===== config.mk =====
export PLATFORM = sky130hd
export DESIGN_NAME = variable_length_unpacker_flat
export DESIGN_NICKNAME = d
export VERILOG_FILES = /design/src/rtl/variable_length_unpacker_if.sv /design/src/rtl/variable_length_unpacker.sv /design/src/flat_wrapper.sv
export SDC_FILE = /design/constraint.sdc
export NUM_CORES = 1
export LEC_CHECK = 0
export CAP_MARGIN = 40
export CORE_ASPECT_RATIO = 0.7
export CORE_MARGIN = 4
export CORE_UTILIZATION = 67
export CTS_BUF_LIST = sky130_fd_sc_hd__clkbuf_8
export CTS_CLUSTER_SIZE = 8
export DETAILED_ROUTE_END_ITERATION = 6
export DONT_BUFFER_PORTS = 1
export GPL_ROUTABILITY_DRIVEN = 0
export HOLD_SLACK_MARGIN = 0.03
export PLACE_DENSITY = 0.94
export SETUP_SLACK_MARGIN = 0.05
export SLEW_MARGIN = 5
export SYNTH_ARGS = -nofsm -noshare
export SYNTH_HDL_FRONTEND = slang
export SYNTH_SLANG_ARGS = --single-unit

===== constraint.sdc =====
create_clock -name clk_i -period 3.75 [get_ports clk_i]
set_input_delay 0.75 -clock clk_i [delete_from_list [all_inputs] [get_ports clk_i]]
set_output_delay 0.75 -clock clk_i [all_outputs]
set_load 0.03 [all_outputs]

===== src/rtl/variable_length_unpacker_if.sv =====
// Handshake and status bundle between the stream reader/decoder side and the unpacker.
interface variable_length_unpacker_if #(
   parameter int unsigned WIDTH_IN     = 8,
   parameter int unsigned WIDTH_OUT    = 8,
   parameter int unsigned BUFFER_WIDTH = 16,
   parameter int unsigned COUNT_WIDTH  = 32
);
   localparam int unsigned PopW  = $clog2(WIDTH_OUT) + 1;
   localparam int unsigned SizeW = $clog2(BUFFER_WIDTH) + 1;

   logic                   flush;
   logic                   push;
   logic [WIDTH_IN-1:0]    d;
   logic                   ready;
   logic [PopW-1:0]        pop;
   logic [WIDTH_OUT-1:0]   q;
   logic [PopW-1:0]        q_avail;
   logic [SizeW-1:0]       size;
   logic                   overflow;
   logic                   underflow;
   logic [COUNT_WIDTH-1:0] consumed;

   modport master (
      output flush, push, d, pop,
      input  ready, q, q_avail, size, overflow, underflow, consumed
   );

   modport slave (
      input  flush, push, d, pop,
      output ready, q, q_avail, size, overflow, underflow, consumed
   );
endinterface


===== src/rtl/variable_length_unpacker.sv =====
// Variable-length bit unpacker: fixed-width words in, 0..WIDTH_OUT bits consumed per cycle.
// Pop is applied before push each cycle; flush overrides both.
module variable_length_unpacker #(
   parameter int unsigned WIDTH_IN     = 8,
   parameter int unsigned WIDTH_OUT    = 8,
   parameter int unsigned BUFFER_WIDTH = 16,
   parameter int unsigned MSB_FIRST    = 0,
   parameter int unsigned COUNT_WIDTH  = 32
) (
   input logic                   clk_i,
   input logic                   rst_ni,
   variable_length_unpacker_if.slave bus
);
   localparam int unsigned PopW  = $clog2(WIDTH_OUT) + 1;
   localparam int unsigned SizeW = $clog2(BUFFER_WIDTH) + 1;

   logic [BUFFER_WIDTH-1:0] buf_q, buf_d;
   logic [SizeW-1:0]        size_q, size_d;
   logic                    ovf_q, ovf_d;
   logic                    unf_q, unf_d;
   logic [COUNT_WIDTH-1:0]  cnt_q, cnt_d;
   logic                    ready_c;
   logic [SizeW-1:0]        pop_ext;

   assign ready_c = (size_q <= SizeW'(BUFFER_WIDTH - WIDTH_IN));
   assign pop_ext = SizeW'(bus.pop);

   // Next state: pop at the head, then append at the post-pop tail.
   always_comb begin
      buf_d  = buf_q;
      size_d = size_q;
      ovf_d  = ovf_q;
      unf_d  = unf_q;
      cnt_d  = cnt_q;
      if (bus.flush) begin
         buf_d  = '0;
         size_d = '0;
         ovf_d  = 1'b0;
         unf_d  = 1'b0;
         cnt_d  = '0;
      end else begin
         if (pop_ext <= size_q) begin
            if (MSB_FIRST != 0) buf_d = buf_q << pop_ext;
            else                buf_d = buf_q >> pop_ext;
            size_d = size_q - pop_ext;
            cnt_d  = cnt_q + COUNT_WIDTH'(bus.pop);
         end else begin
            unf_d = 1'b1;
         end
         if (bus.push && ready_c) begin
            if (MSB_FIRST != 0)
               buf_d = buf_d | ((BUFFER_WIDTH'(bus.d) << (BUFFER_WIDTH - WIDTH_IN)) >> size_d);
            else
               buf_d = buf_d | (BUFFER_WIDTH'(bus.d) << size_d);
            size_d = size_d + SizeW'(WIDTH_IN);
         end else if (bus.push) begin
            ovf_d = 1'b1;
         end
      end
   end

   always_ff @(posedge clk_i or negedge rst_ni) begin
      if (!rst_ni) begin
         buf_q  <= '0;
         size_q <= '0;
         ovf_q  <= 1'b0;
         unf_q  <= 1'b0;
         cnt_q  <= '0;
      end else begin
         buf_q  <= buf_d;
         size_q <= size_d;
         ovf_q  <= ovf_d;
         unf_q  <= unf_d;
         cnt_q  <= cnt_d;
      end
   end

   // Peek decodes straight from the buffer; bits past size are already zero.
   assign bus.q         = (MSB_FIRST != 0) ? buf_q[BUFFER_WIDTH-1 -: WIDTH_OUT]
                                           : buf_q[WIDTH_OUT-1:0];
   assign bus.q_avail   = (size_q >= SizeW'(WIDTH_OUT)) ? PopW'(WIDTH_OUT) : PopW'(size_q);
   assign bus.ready     = ready_c;
   assign bus.size      = size_q;
   assign bus.overflow  = ovf_q;
   assign bus.underflow = unf_q;
   assign bus.consumed  = cnt_q;
endmodule


===== src/flat_wrapper.sv =====
// flat-port wrapper written by rule: the top's interface ports become plain ports
module variable_length_unpacker_flat 
#(
   parameter int unsigned WIDTH_IN     = 8,
   parameter int unsigned WIDTH_OUT    = 8,
   parameter int unsigned BUFFER_WIDTH = 16,
   parameter int unsigned MSB_FIRST    = 0,
   parameter int unsigned COUNT_WIDTH  = 32
)
  (clk_i, rst_ni, bus_flush, bus_push, bus_d, bus_pop, bus_ready, bus_q, bus_q_avail, bus_size, bus_overflow, bus_underflow, bus_consumed);
  variable_length_unpacker_if #(.WIDTH_IN(WIDTH_IN), .WIDTH_OUT(WIDTH_OUT), .BUFFER_WIDTH(BUFFER_WIDTH), .COUNT_WIDTH(COUNT_WIDTH)) bus_i ();
  input logic clk_i;
  input logic rst_ni;
  input wire logic [$bits(bus_i.flush)-1:0] bus_flush;
  input wire logic [$bits(bus_i.push)-1:0] bus_push;
  input wire logic [$bits(bus_i.d)-1:0] bus_d;
  input wire logic [$bits(bus_i.pop)-1:0] bus_pop;
  output wire logic [$bits(bus_i.ready)-1:0] bus_ready;
  output wire logic [$bits(bus_i.q)-1:0] bus_q;
  output wire logic [$bits(bus_i.q_avail)-1:0] bus_q_avail;
  output wire logic [$bits(bus_i.size)-1:0] bus_size;
  output wire logic [$bits(bus_i.overflow)-1:0] bus_overflow;
  output wire logic [$bits(bus_i.underflow)-1:0] bus_underflow;
  output wire logic [$bits(bus_i.consumed)-1:0] bus_consumed;
  assign bus_i.flush = bus_flush;
  assign bus_i.push = bus_push;
  assign bus_i.d = bus_d;
  assign bus_i.pop = bus_pop;
  assign bus_ready = bus_i.ready;
  assign bus_q = bus_i.q;
  assign bus_q_avail = bus_i.q_avail;
  assign bus_size = bus_i.size;
  assign bus_overflow = bus_i.overflow;
  assign bus_underflow = bus_i.underflow;
  assign bus_consumed = bus_i.consumed;
  variable_length_unpacker #(.WIDTH_IN(WIDTH_IN), .WIDTH_OUT(WIDTH_OUT), .BUFFER_WIDTH(BUFFER_WIDTH), .MSB_FIRST(MSB_FIRST), .COUNT_WIDTH(COUNT_WIDTH)) u_core (.clk_i(clk_i), .rst_ni(rst_ni), .bus(bus_i));
endmodule

== Word level (Yosys, flattened, before mapping) ==
Index checks and enable logic that the tools add are counted.

* Shift operators: 2
* Equality and inequality tests: 2
* Reduce and logical (&&, ||, !) cells: 4
* Bitwise gates (word level): 1
* Mux-type cells: 16
* Add/subtract/negate cells: 3
* $lt $le $gt $ge: 3

{| class="wikitable"
|+ Operators with widths
! operator !! count
|-
| 16-bit two-way mux || 4
|-
| 32-bit two-way mux || 2
|-
| 32-bit by 4-bit adder with 32-bit output || 1
|-
| 5-bit two-way mux || 4
|-
| 16-bit bitwise OR || 1
|-
| 8-bit by 5-bit left shift with 16-bit output || 1
|-
| 16-bit by 4-bit right shift with 16-bit output || 1
|-
| 5-bit by 4-bit adder with 5-bit output (second input constant) || 1
|-
| 5-bit by 4-bit >= comparator with 1-bit output (second input constant) || 1
|-
| 4-bit by 5-bit <= comparator with 1-bit output || 1
|-
| 5-bit by 4-bit <= comparator with 1-bit output (second input constant) || 1
|-
| 1-bit two-way mux || 5
|-
| 5-bit by 4-bit subtractor with 5-bit output || 1
|-
| 4-bit two-way mux || 1
|-
| 2-bit != test (second input constant) || 2
|-
| 2-bit nonzero test || 2
|-
| 2-bit AND reduction || 1
|-
| 1-bit logical AND || 1
|}

* Word-level logic and storage cells: 36
* Input bits: 16
* Bits in registers: 55
* Output and inout bits: 52

== Depth between registers and ports, before layout ==
Gate-level depths: netlist (run 1).

* Depth after elaboration: 7
* Gate-level depth with buffers: 13
* Depth with buffers taken out: 10

== Worst setup path before layout (run 1) ==
OpenSTA, ideal clock, no wires.

* Path type: input to register
* From: in bus_pop[2]
* To: reg u_core.buf_q[9]
* Stages: 11
* Library setup time: 67 ps
* Path buffers: 2
* Data arrival time: 3,175 ps
* Slack: 508 ps
* Required time: 3,683 ps
* Path through: inv_1 clkbuf_1 ha_1 and4_4 or3_1 buf_6 o21ai_2 a21boi_4 mux2_4 o221ai_2 a32o_1

* Longest elaborated chain between the ends: 7
* Elaborated cells on any way between the ends: 11
* Those cells by class: add/sub: 1; order compare: 1; shift: 2; mux: 6; bitwise: 1

{| class="wikitable"
|+ Ends and longest elaborated chain
! what !! line !! RTL
|-
| start: declaration || flat_wrapper.sv:17 || <nowiki>input wire logic [$bits(bus_i.pop)-1:0] bus_pop;</nowiki>
|-
| 5-bit by 4-bit subtractor with 5-bit output / 4-bit by 5-bit <= comparator with 1-bit output (equally long branches) || variable_length_unpacker.sv:45, variable_length_unpacker.sv:42 ||
|-
| 5-bit two-way mux || variable_length_unpacker.sv:42 || <nowiki>if (pop_ext <= size_q) begin</nowiki>
|-
| 5-bit two-way mux || variable_length_unpacker.sv:35 || <nowiki>if (bus.flush) begin</nowiki>
|-
| 8-bit by 5-bit left shift with 16-bit output || variable_length_unpacker.sv:54 || <nowiki>buf_d = buf_d | (BUFFER_WIDTH'(bus.d) << size_d);</nowiki>
|-
| 16-bit bitwise OR || variable_length_unpacker.sv:54 ||
|-
| 16-bit two-way mux (*) || variable_length_unpacker.sv:50 || <nowiki>if (bus.push && ready_c) begin</nowiki>
|-
| 16-bit two-way mux (*) || variable_length_unpacker.sv:35 ||
|-
| net u_core.buf_d[9] || variable_length_unpacker.sv:17 || <nowiki>logic [BUFFER_WIDTH-1:0] buf_q, buf_d;</nowiki>
|-
| end signal: assignment || variable_length_unpacker.sv:70 || <nowiki>buf_q <= buf_d;</nowiki>
|-
| end: declaration || variable_length_unpacker.sv:17 ||
|}

Mark *: on every way through the listed nets, which the timed path passes. The rest lies on a longest branch. The select of a mux whose other input is x is not followed.
A chain may end at the register's enable or synchronous reset.

== Final worst setup path (run 1) ==
* From: reg u_core.size_q[0] (netlist: u_core.bus.size[0])
* To: reg u_core.buf_q[9]

* Longest elaborated chain between the ends: 7
* Elaborated cells on any way between the ends: 12
* Those cells by class: add/sub: 1; order compare: 2; shift: 1; mux: 6; bitwise: 1; reduce/logical: 1

{| class="wikitable"
|+ Ends and longest elaborated chain
! what !! line !! RTL
|-
| start: declaration || variable_length_unpacker.sv:18 || <nowiki>logic [SizeW-1:0] size_q, size_d;</nowiki>
|-
| start signal: assignment || variable_length_unpacker.sv:71 || <nowiki>size_q <= size_d;</nowiki>
|-
| 5-bit by 4-bit subtractor with 5-bit output / 4-bit by 5-bit <= comparator with 1-bit output (equally long branches) || variable_length_unpacker.sv:45, variable_length_unpacker.sv:42 ||
|-
| 5-bit two-way mux || variable_length_unpacker.sv:42 ||
|-
| 5-bit two-way mux || variable_length_unpacker.sv:35 ||
|-
| 8-bit by 5-bit left shift with 16-bit output || variable_length_unpacker.sv:54 ||
|-
| 16-bit bitwise OR || variable_length_unpacker.sv:54 ||
|-
| 16-bit two-way mux (*) || variable_length_unpacker.sv:50 ||
|-
| 16-bit two-way mux (*) || variable_length_unpacker.sv:35 ||
|-
| net u_core.buf_d[9] || variable_length_unpacker.sv:17 ||
|}

Marks and branches as above.

==> results of run 1 <==
cell type report:
class / count / area, sq um
Clock buffer: 5 / 68.82
Clock inverter: 3 / 23.77
Fill cell: 411 / 1592
Inverter: 12 / 45.04
Multi-Input combinational cell: 409 / 2639
Sequential cell: 55 / 1376
Tap cell: 75 / 93.84
Timing Repair Buffer: 12 / 90.09
cell families (layout without fill, tap and decap cells):
family / Yosys count / after routing / synth area share
adder cells (fa/ha/maj): 10 / 10 / 0.03293
multiplexers: 31 / 31 / 0.07821
AND/OR/NAND/NOR: 203 / 203 / 0.2267
AO/OA/AOI/OAI: 132 / 132 / 0.2138
flip-flops: 55 / 55 / 0.3234
XOR/XNOR: 33 / 33 / 0.06792
buffers and inverters: 49 / 32 / 0.05704
worst max-delay path: stages (launching register included):
cell,delay (ns)
dfrtp_1,0.37
clkinv_1,0.24
ha_2,0.54
and4_4,0.27
or3_1,0.41
buf_4,0.25
a211oi_1,0.06
a311oi_1,0.49
mux2_4,0.29
o221ai_2,0.10
a32o_1,0.28
sequential cells by signal, indices dropped and copies added (netlist names):
| register | count |
|---|---|
| u_core.buf_q | 16 |
| u_core.bus.consumed | 32 |
| u_core.bus.overflow | 1 |
| u_core.bus.size | 5 |
| u_core.bus.underflow | 1 |
layout by cell type (no fill, tap or decap), types with 11 or more instances in the layout:
cell type and n:
a211oi_1 21, a21oi_1 41, buf_4 12, dfrtp_1 55, inv_1 11, mux2i_1 25, nand2_1 60, nand3_1 24
nor2_1 68, o21ai_0 15, xnor2_1 14, xor2_1 19
power by group through the flow:
stage	Clock, mW	Combinational (mW)	Sequential [mW]
2_1_floorplan	0	1.70	0.889
5_1_grt	0.375	2.28	0.995
6_report	0.349	2.14	0.986
3_3_place_gp	0	1.95	0.986
3_5_place_dp	0	2.02	0.989
4_1_cts	0.348	2.04	0.977
through the flow:
stage	instances	setup slack [ns]	hold slack (ns)	total power [mW]
6_report	571	0.3399	0.1137	3.471
3_3_place_gp	563	0.5247	0.4557	2.931
4_1_cts	571	0.4033	0.1100	3.369
5_1_grt	571	0.1432	0.09048	3.654
2_1_floorplan	513	0.5081	0.4544	2.590
3_5_place_dp	563	0.3462	0.4558	3.009
synthesized netlist by cell type, types with 6 or more instances:
library cell   n
buf_2          8
o22ai_1        6
nand2_1       60
o21ai_0       15
inv_1         11
nor3_1         6
and2_1         7
dfrtp_1       55
mux2i_1       25
xnor2_1       14
nor2_1        68
a21oi_1       41
buf_4          9
a311oi_1       8
ha_1           8
xor2_1        19
nand3_1       24
o211ai_1       7
a211oi_1      21
clkbuf_1      15
and3_1         9
per-layer routing:
metal	up-vias	global-route usage
met5	-	0
met4	0	0.07902
met3	53	0.1194
met2	333	0.4662
met1	1876	0.4784
li1	1809	-
timing repair:
action,CTS,global route
resized for setup,0,1
endpoints found under the setup margin,0,1
hold endpoints to repair,0,0
worst paths after layout:
| kind | depth (start not counted) | slack, ns | end |
|---|---|---|---|
| worst min-delay path | 0 | 0.11 | u_core.buf_q[2]$_DFF_PN0_ |
| worst min register to register | 2 | 0.63 | u_core.buf_q[15]$_DFF_PN0_ |
| max in group asynchronous | 0 | 3.53 | u_core.bus.consumed[15]$_DFFE_PN0P_ |
| min in group clk_i | 1 | 0.48 | u_core.bus.consumed[4]$_DFFE_PN0P_ |
| worst max register to register | 10 | 0.34 | u_core.buf_q[9]$_DFF_PN0_ |
| worst max-delay path | 10 | 0.34 | u_core.buf_q[9]$_DFF_PN0_ |
==> metrics.md, run 1 <==
| Metric | Value |
|---|---|
| Top layer used by detailed routing | `met4` |
| Hold_buf cts | `0` |
| Overall via count from detail_route | `4,071` |
| Register bit total from synthesis | `55` |
| Level count of the clock H-tree | `2` |
| CTS sink count | `55` |
| Top cell type by total area after synthesis | `dfrtp_1` |
| Post-synth top area share | `0.3234` |
| Critical path class | `register to register` |
| Dominant synthesized flop cell | `dfrtp_1` |
| Post-Synthesis Cells | `513` |
| Fraction of registers with async set/reset | `1.000` |
| Endpoint kind of the worst setup timing path | `register` |
| Post-route met1 wirelength | `4745 microns` |
| Switching Power | `1.875 mW` |
| Number of violations reported at the end of detailed-routing iteration 0 | `662` |
| Avg WL per Cell | `21.06 microns` |
| Final global-route overflow total | `0` |
| GRT Resource Usage Total | `0.3272` |
| Peak supply drop | `0.4595 mV` |
| Required time at the endpoint of the critical path | `3.96 ns` |
| CTS clk-pin slew, worst paths | `0.11 ns` |
| Worst slew pin tran | `0.8366 ns` |
| Clock Tree Buf Depth | `2` |
| Post-synthesis cell type count | `66` |
| Final std cell area, no fill | `4337 sq um` |
| Placeable Area | `5928 sq um` |
| Combinational Power Share | `0.615` |
| Detailed placer's ending HPWL | `8856 microns` |
| Share of the core filled with cells | `0.7315` |
| RR Startpoint | `u_core.bus.size[0]$_DFF_PN0_` |
| Wire length of the first global-routing pass | `19,600 microns` |
| Largest cells by area after synthesis | `dfrtp_1 (32%), nor2_1 (6.0%), mux2i_1 (5.9%)` |
| Clock period minus worst slack | `3.410 ns` |
| Number of nets at the end of the flow | `521` |
| Number of warnings reported in the yosys synthesis log | `0` |
| Final setup violation count | `0` |
| Leakage power of the design | `1.885 nW` |
| Fraction of final layout cells with drive strength greater than 1 | `0.07863` |
| Antenna fix cells | `0` |
| Max-slew headroom at the worst pin | `0.4375` |
| Final Hold Vio Count | `0` |
| Antenna violations before repair | `0` |
| Vias per inst | `7.130` |
| P&R area growth vs syn | `1.911%` |
| Clock tree from TritonCTS | `yes` |
| Starting density of the core | `0.7178` |
| Largest net degree at the start of global routing | `56` |
| TritonCTS Buffers | `5` |
| Buffer type at the clock tree root | `clkbuf_8` |
| Horizontal die dimension | `103.3 microns` |
| Post-Place Cell Area | `4242 sq um` |
| Vias in the first global route | `3,787` |
| HP Class | `input port to async pin` |
| Share of the clock period used by the worst path | `0.9094` |
| Number of buffers inserted by post-CTS setup repair | `0` |
| Total internal power | `1.596 mW` |
| Power density normalized to cell area | `800.4 nW/um^2` |
| Wire length on met2 | `5006 microns` |
| RSZ-0062 raised after global routing | `false` |
| I/O Pins | `68` |
| Clock network fraction of total power | `0.100` |
| Skew final | `0.007216 ns` |
| Post-route ant nets | `0` |
| Metal3 WL | `1909 microns` |
| Max Clk Rate | `293.2 MHz` |
| Die boundary height | `74.68 microns` |
| Arrival time at the worst endpoint | `3.62 ns` |
| Max Slew Vio Count | `0` |
| Fraction of power spent switching nets | `0.5401` |
| Rows | `23` |
| Syn_area_per_cell | `8.295 sq um` |
| Startpoint of the worst setup timing path | `u_core.bus.size[0]$_DFF_PN0_` |
| Sequential cell fraction of total power | `0.284` |
| Buffers on Ports | `0` |
| Sequential cell area fraction in the yosys report | `0.3234` |
| Clock latency on the worst-skew pair | `0.32 ns` |
| Total detailed-routing wirelength | `12,030 microns` |
| Type of element launching the critical path | `register` |
| TNS Setup | `0 ns` |
| Number of DRC violations after detailed routing | `0` |
| Status | `complete, no violations` |
| Highest fanout seen on the critical path | `11` |
| Cell area after synthesis | `4255 sq um` |
| Maxcap violations | `0` |
| Net Count, Synth | `539` |
| First-pass DRT Iterations | `6` |
| Post-synth EDFFs | `0` |
| Total Die Area | `7711 sq um` |
No activity file was read; power rests on OpenSTA's default activity.
==> run 2, diff against run 1 <==
HOLD_SLACK_MARGIN = 0.15   (was 0.03)
SLEW_MARGIN = unset   (was 5)
==> run 2 against run 1 <==
Total power rose by 1.1%; the run now ends with design-rule violations left; global-route usage grew 0.27 points; critical path depth unchanged; non-clock buffer count increased by 1; register-to-register slack got worse by 0.02 ns; sequential share of layout area is 0.20 points lower.
==> metrics.md, run 2 (synthesis results as in run 1) <==
| Metric | Value |
|---|---|
| Vias in the first global route | `3,840 (+1.4%)` |
| Leading cell types in the layout, fill and taps excluded | `nor2_1 (68), nand2_1 (60), dfrtp_1 (55)` |
| RR Startpoint | `u_core.bus.size[0]$_DFF_PN0_` |
| First-pass DRT Iterations | `7 (+1)` |
| R2R setup slack | `0.32 ns (-0.02 ns)` |
| Placeable Area | `5928 sq um (unchanged)` |
| Highest fanout seen on the critical path | `11 (unchanged)` |
| Buffers on Ports | `0 (unchanged)` |
| Maxcap violations | `0 (unchanged)` |
| Required time at the endpoint of the critical path | `3.96 ns (about the same)` |
| Critical path class | `register to register` |
| Worst slew pin tran | `0.8489 ns (+0.01230 ns)` |
| CTS clk-pin slew, worst paths | `0.11 ns (about the same)` |
| TNS Setup | `0 ns (unchanged)` |
| Clock tree from TritonCTS | `yes` |
| Buffer type at the clock tree root | `clkbuf_8` |
| Pre-CTS setup slack | `0.3462 ns (unchanged)` |
| Peak supply drop | `0.4583 mV (-0.25%)` |
| I/O Pins | `68 (unchanged)` |
| Crit path setup slack, layout | `0.3194 ns (-0.02048 ns)` |
| Overall via count from detail_route | `4,096 (+0.61%)` |
| Clock period minus worst slack | `3.431 ns (+0.02048 ns)` |
| Number of flip-flops under the largest register name | `32 (unchanged)` |
| Final std cell area, no fill | `4364 sq um (+0.63%)` |
| TritonCTS Buffers | `5 (unchanged)` |
| Post-route non-filler standard cell count | `572 (+0.18%)` |
| Post-route ant nets | `0 (unchanged)` |
| Vias per inst | `7.161 (+0.44%)` |
| Final Hold Vio Count | `0 (unchanged)` |
| Detailed placer's ending HPWL | `8856 microns (unchanged)` |
| Post-Place Cell Area | `4242 sq um (unchanged)` |
| HP Class | `input port to async pin` |
| Max Slew Vio Count | `0 (unchanged)` |
| CTS sink count | `55 (unchanged)` |
| Reg2reg end | `u_core.buf_q[7]$_DFF_PN0_` |
| Total Die Area | `7711 sq um (unchanged)` |
| Most common library cell in the layout ignoring fill and taps | `nor2_1` |
| Total instance count after detailed placement | `563 (unchanged)` |
| Avg WL per Cell | `21.42 microns (+1.7%)` |
| RSZ-0062 raised after global routing | `false` |
| Level count of the clock H-tree | `2 (unchanged)` |
| Arrival time at the worst endpoint | `3.64 ns (+0.02 ns)` |
| Max Clk Rate | `291.5 MHz (-0.60%)` |
| P&R area growth vs syn | `2.558%` |
| Number of DRC violations after detailed routing | `2 (+2)` |
| Starting density of the core | `0.7178 (unchanged)` |
| Largest net degree at the start of global routing | `56 (unchanged)` |
| Type of element launching the critical path | `register` |
| Wire length of the first global-routing pass | `19,760 microns (+0.84%)` |
| Register-to-Register Path Depth | `10 (unchanged)` |
| Antenna fix cells | `0 (unchanged)` |
| Die boundary height | `74.68 microns (unchanged)` |
| Skew final | `0.008800 ns (+0.001583 ns)` |
| Share of the core filled with cells | `0.7362 (+0.004644)` |
| Endpoint kind of the worst setup timing path | `register` |
| Max-slew headroom at the worst pin | `0.4292 (-0.008272)` |
| Share of the clock period used by the worst path | `0.9148 (+0.005462)` |
| Number of buffers inserted by post-CTS setup repair | `0 (unchanged)` |
| Status | `finished, violations left` |
| Antenna violations before repair | `0 (unchanged)` |
| GRT Resource Usage Total | `0.3299 (+0.002729)` |
| Total detailed-routing wirelength | `12,250 microns (+1.9%)` |
| Rows | `23 (unchanged)` |
| Clock Tree Buf Depth | `2 (unchanged)` |
| Filler cell count in the final layout | `406 (-1.2%)` |
| Final setup violation count | `0 (unchanged)` |
| Power density normalized to cell area | `803.9 nW/um^2 (+0.43%)` |
| Final global-route overflow total | `0 (unchanged)` |
| Leakage power of the design | `1.897 nW (+0.67%)` |
| Fraction of final layout cells with drive strength greater than 1 | `0.08048 (+0.001854)` |
| Clock latency on the worst-skew pair | `0.32 ns (about the same)` |
| Number of violations reported at the end of detailed-routing iteration 0 | `668 (+0.91%)` |
| Violations in the final reports | `design-rule violations` |
| Number of nets at the end of the flow | `522 (+0.19%)` |
| Horizontal die dimension | `103.3 microns (unchanged)` |
-- run 2: report_power, final --
group	total (mW)	switching [mW]	leakage (nW)	internal (mW)
Clock	0.350	0.215	0.0461	0.135
Combinational	2.17	1.40	1.10	0.771
Sequential	0.989	0.296	0.752	0.693
-- run 2: layout make-up --
class	count	area (sq um)	share of cell area
clock buffers	5	68.82	0.01577
clock inverters	3	23.77	0.005447
inverters	12	45.04	0.01032
multi-input cells	409	2639	0.6046
flip-flops and latches	55	1376	0.3154
well taps	75	93.84	0.02150
repair buffers	13	117.6	0.02695
-- run 2: metal layers --
metal | track usage | vias up | part of all wire
li1 | - | 1813 | -
met1 | 0.4847 | 1908 | 0.40
met2 | 0.4670 | 314 | 0.42
met3 | 0.1204 | 61 | 0.15
met4 | 0.08046 | 0 | 0.030
met5 | 0 | - | 0
-- run 2: how the worst max path moves through the flow --
stage,start,endpoint,slack [ns],cells past startpoint
final,u_core.bus.size[0]$_DFF_PN0_,u_core.buf_q[7]$_DFF_PN0_,0.32,10
after global routing,u_core.bus.size[0]$_DFF_PN0_,u_core.buf_q[7]$_DFF_PN0_,0.14,10
after CTS,u_core.bus.size[0]$_DFF_PN0_,u_core.buf_q[9]$_DFF_PN0_,0.40,10
after detailed placement,bus_pop[0],u_core.buf_q[9]$_DFF_PN0_,0.35,9
after global placement,bus_pop[0],u_core.buf_q[9]$_DFF_PN0_,0.52,9
after floorplan,bus_pop[2],u_core.buf_q[9]$_DFF_PN0_,0.51,11
-- run 2: through the flow --
step | hold WS, ns | total power [mW]
after detailed placement | 0.4558 | 3.009
after global routing | 0.2842 | 3.676
after CTS | 0.2925 | 3.383
final | 0.2741 | 3.508
after floorplan | 0.4544 | 2.590
after global placement | 0.4557 | 2.931
-- run 2: timing repair --
item | 4_1_cts | 5_1_grt
resized for setup | 0 | 1
endpoints found under the setup margin | 0 | 1
hold buffers | 1 | 0
hold endpoints to repair | 55 | 0
-- run 2: critical path, cell delays in order (launching register included) --
cell	delay [ns]
dfrtp_1	0.37
clkinv_1	0.24
ha_2	0.54
and4_4	0.27
or3_1	0.40
buf_4	0.25
a211oi_1	0.05
a311oi_1	0.53
mux2i_1	0.26
mux2i_1	0.27
o22ai_1	0.12
==> run 3, diff against run 2 <==
CORE_MARGIN = 10   (was 4)
==> run 3 against run 2 <==
The run now ends clean; register-to-register slack worse by 0.03 ns; first-iteration DRC count up 7.5%; clock skew grew 0.0016 ns; combinational power increased by 3%; non-clock buffer count rose by 1; routed wire length up 3.9%; flip-flop and latch count unchanged; maximum frequency shrank 0.74%; total power rose by 1.6%; sequential share of layout area fell by 0.22 points; via count rose by 1.6%; critical path type unchanged; critical endpoint is now u_core.buf_q[8]$_DFF_PN0_; largest cell class unchanged.
==> metrics.md, run 3 (synthesis results as in run 1) <==
| Metric | Value |
|---|---|
| Peak supply drop | `0.4423 mV (-3.5%)` |
| CTS sink count | `55 (unchanged)` |
| Worst slew pin tran | `0.6657 ns (-0.1832 ns)` |
| Sequential standard cell area | `1376 sq um (unchanged)` |
| Power density normalized to cell area | `810.8 nW/um^2 (+0.87%)` |
| Max Slew Vio Count | `0 (unchanged)` |
| Reg2reg end | `u_core.buf_q[8]$_DFF_PN0_` |
| Endpoint kind of the worst setup timing path | `register` |
| Fraction of final layout cells with drive strength greater than 1 | `0.08233 (+0.001846)` |
| Level count of the clock H-tree | `2 (unchanged)` |
| Status | `complete, no violations` |
| Skew final | `0.01043 ns (+0.001626 ns)` |
| Multi-input gate area | `2651 sq um (+0.47%)` |
| Starting density of the core | `0.6879 (-0.02991)` |
| Number of DRC violations after detailed routing | `0 (-2)` |
| Vias in the first global route | `3,919 (+2.1%)` |
| Clock Tree Buf Depth | `2 (unchanged)` |
| Wire length of the first global-routing pass | `20,180 microns (+2.1%)` |
| Share of the clock period used by the worst path | `0.9216 (+0.006804)` |
| R2R setup slack | `0.29 ns (-0.03 ns)` |
| Required time at the endpoint of the critical path | `3.96 ns (about the same)` |
| Highest fanout seen on the critical path | `22 (+11)` |
| GRT Resource Usage Total | `0.2459 (-0.08400)` |
| Clock period minus worst slack | `3.456 ns (+0.02551 ns)` |
| Post-route ant nets | `0 (unchanged)` |
| Placeable Area | `6186 sq um (+4.3%)` |
| Avg WL per Cell | `22.10 microns (+3.2%)` |
| Most common library cell in the layout ignoring fill and taps | `nor2_1` |
| Tot Pwr | `3.564 mW (+1.6%)` |
| Clock tree from TritonCTS | `yes` |
| Buffers on Ports | `0 (unchanged)` |
| CTS clk-pin slew, worst paths | `0.11 ns (about the same)` |
| Number of flip-flops under the largest register name | `32 (unchanged)` |
| Die boundary height | `86.68 microns (+16%)` |
| I/O Pins | `68 (unchanged)` |
| Number of violations reported at the end of detailed-routing iteration 0 | `718 (+7.5%)` |
| Maxcap violations | `0 (unchanged)` |
| Antenna fix cells | `0 (unchanged)` |
| Leading cell types in the layout, fill and taps excluded | `nor2_1 (68), nand2_1 (60), dfrtp_1 (55)` |
| Arrival time at the worst endpoint | `3.66 ns (+0.02 ns)` |
| Detailed placer's ending HPWL | `9341 microns (+5.5%)` |
| RR Startpoint | `u_core.bus.size[0]$_DFF_PN0_` |
| TNS Setup | `0 ns (unchanged)` |
| Antenna violations before repair | `0 (unchanged)` |
| Register-to-Register Path Depth | `10 (unchanged)` |
| Buffer type at the clock tree root | `clkbuf_8` |
| TritonCTS Buffers | `5 (unchanged)` |
| Horizontal die dimension | `115.3 microns (+12%)` |
| Type of element launching the critical path | `register` |
| Filler cell count in the final layout | `445 (+9.6%)` |
| Rows | `24 (+4.3%)` |
| Max-slew headroom at the worst pin | `0.5532 (+0.1239)` |
| Final Hold Vio Count | `0 (unchanged)` |
| Total Die Area | `9990 sq um (+30%)` |
| Largest net degree at the start of global routing | `56 (unchanged)` |
| Clock latency on the worst-skew pair | `0.33 ns (about the same)` |
| RSZ-0062 raised after global routing | `false` |
| P&R area growth vs syn | `3.293%` |
| Max Clk Rate | `289.3 MHz (-0.74%)` |
| Total detailed-routing wirelength | `12,730 microns (+3.9%)` |
| Final setup violation count | `0 (unchanged)` |
| Leakage power of the design | `1.921 nW (+1.2%)` |
| Share of the core filled with cells | `0.7106 (-0.02562)` |
| Overall via count from detail_route | `4,161 (+1.6%)` |
| First-pass DRT Iterations | `6 (-1)` |
| Final global-route overflow total | `0 (unchanged)` |
| Number of buffers inserted by post-CTS setup repair | `0 (unchanged)` |
| Number of nets at the end of the flow | `523 (+0.19%)` |
| Critical path class | `register to register` |
| HP Class | `input port to async pin` |
| Vias per inst | `7.224 (+0.88%)` |
run 3: critical path, cell delays in order (launching register included):
cell and delay (ns):
dfrtp_1 0.41, clkinv_1 0.25, ha_1 0.59, and4_4 0.30, or3_1 0.30, buf_4 0.25, nor2_4 0.07, buf_4 0.24
o31ai_1 0.50, a31oi_1 0.08, o22ai_1 0.34
run 3: what timing repair did:
item,in CTS,in global routing
hold buffers,1,0
endpoints found under the hold margin,55,0
gates resized for setup,0,2
setup endpoints to repair,0,4
run 3: final cells by class:
class / instances / area share
clock buffer: 6 / 0.01879
clock inverter: 2 / 0.003985
inverter: 12 / 0.01025
multi-input combinational: 409 / 0.6032
sequential: 55 / 0.3131
tap: 78 / 0.02220
timing repair buffer: 14 / 0.02847
run 3: where the power goes:
part	switching, mW	leakage, nW	internal [mW]
clock network	0.222	0.0522	0.155
logic	1.45	1.12	0.782
registers	0.263	0.752	0.694
total	1.93	1.92	1.63
run 3: per-stage QoR:
stage                     hold slack [ns]  cells  instance area [sq um]  setup WS [ns]
after floorplan                    0.4544    513                   4255         0.5081
after global placement             0.4563    567                   4253         0.4917
after detailed placement           0.4562    567                   4253         0.3705
after CTS                          0.2857    576                   4380         0.3798
after global routing               0.2811    576                   4395         0.1133
final                              0.2618    576                   4395         0.2939
run 3: metal layers:
| metal | vias up | track usage | wire [microns] |
|---|---|---|---|
| met5 | - | 0 | 0 |
| met4 | 0 | 0.08857 | 432 |
| met3 | 65 | 0.08558 | 1899 |
| met2 | 343 | 0.3745 | 5592 |
| met1 | 1954 | 0.3161 | 4806 |
| li1 | 1799 | - | - |
run 3: how the worst max path moves through the flow:
stage | slack (ns) | to | startpoint
CTS | 0.38 | u_core.bus.consumed[29]$_DFFE_PN0P_ | u_core.bus.size[0]$_DFF_PN0_
finish | 0.29 | u_core.buf_q[8]$_DFF_PN0_ | u_core.bus.size[0]$_DFF_PN0_
floorplan | 0.51 | u_core.buf_q[9]$_DFF_PN0_ | bus_pop[2]
detailed placement | 0.37 | u_core.buf_q[7]$_DFF_PN0_ | bus_pop[2]
global route | 0.11 | u_core.bus.consumed[17]$_DFFE_PN0P_ | u_core.bus.size[0]$_DFF_PN0_
global placement | 0.49 | u_core.bus.consumed[31]$_DFFE_PN0P_ | bus_pop[3]
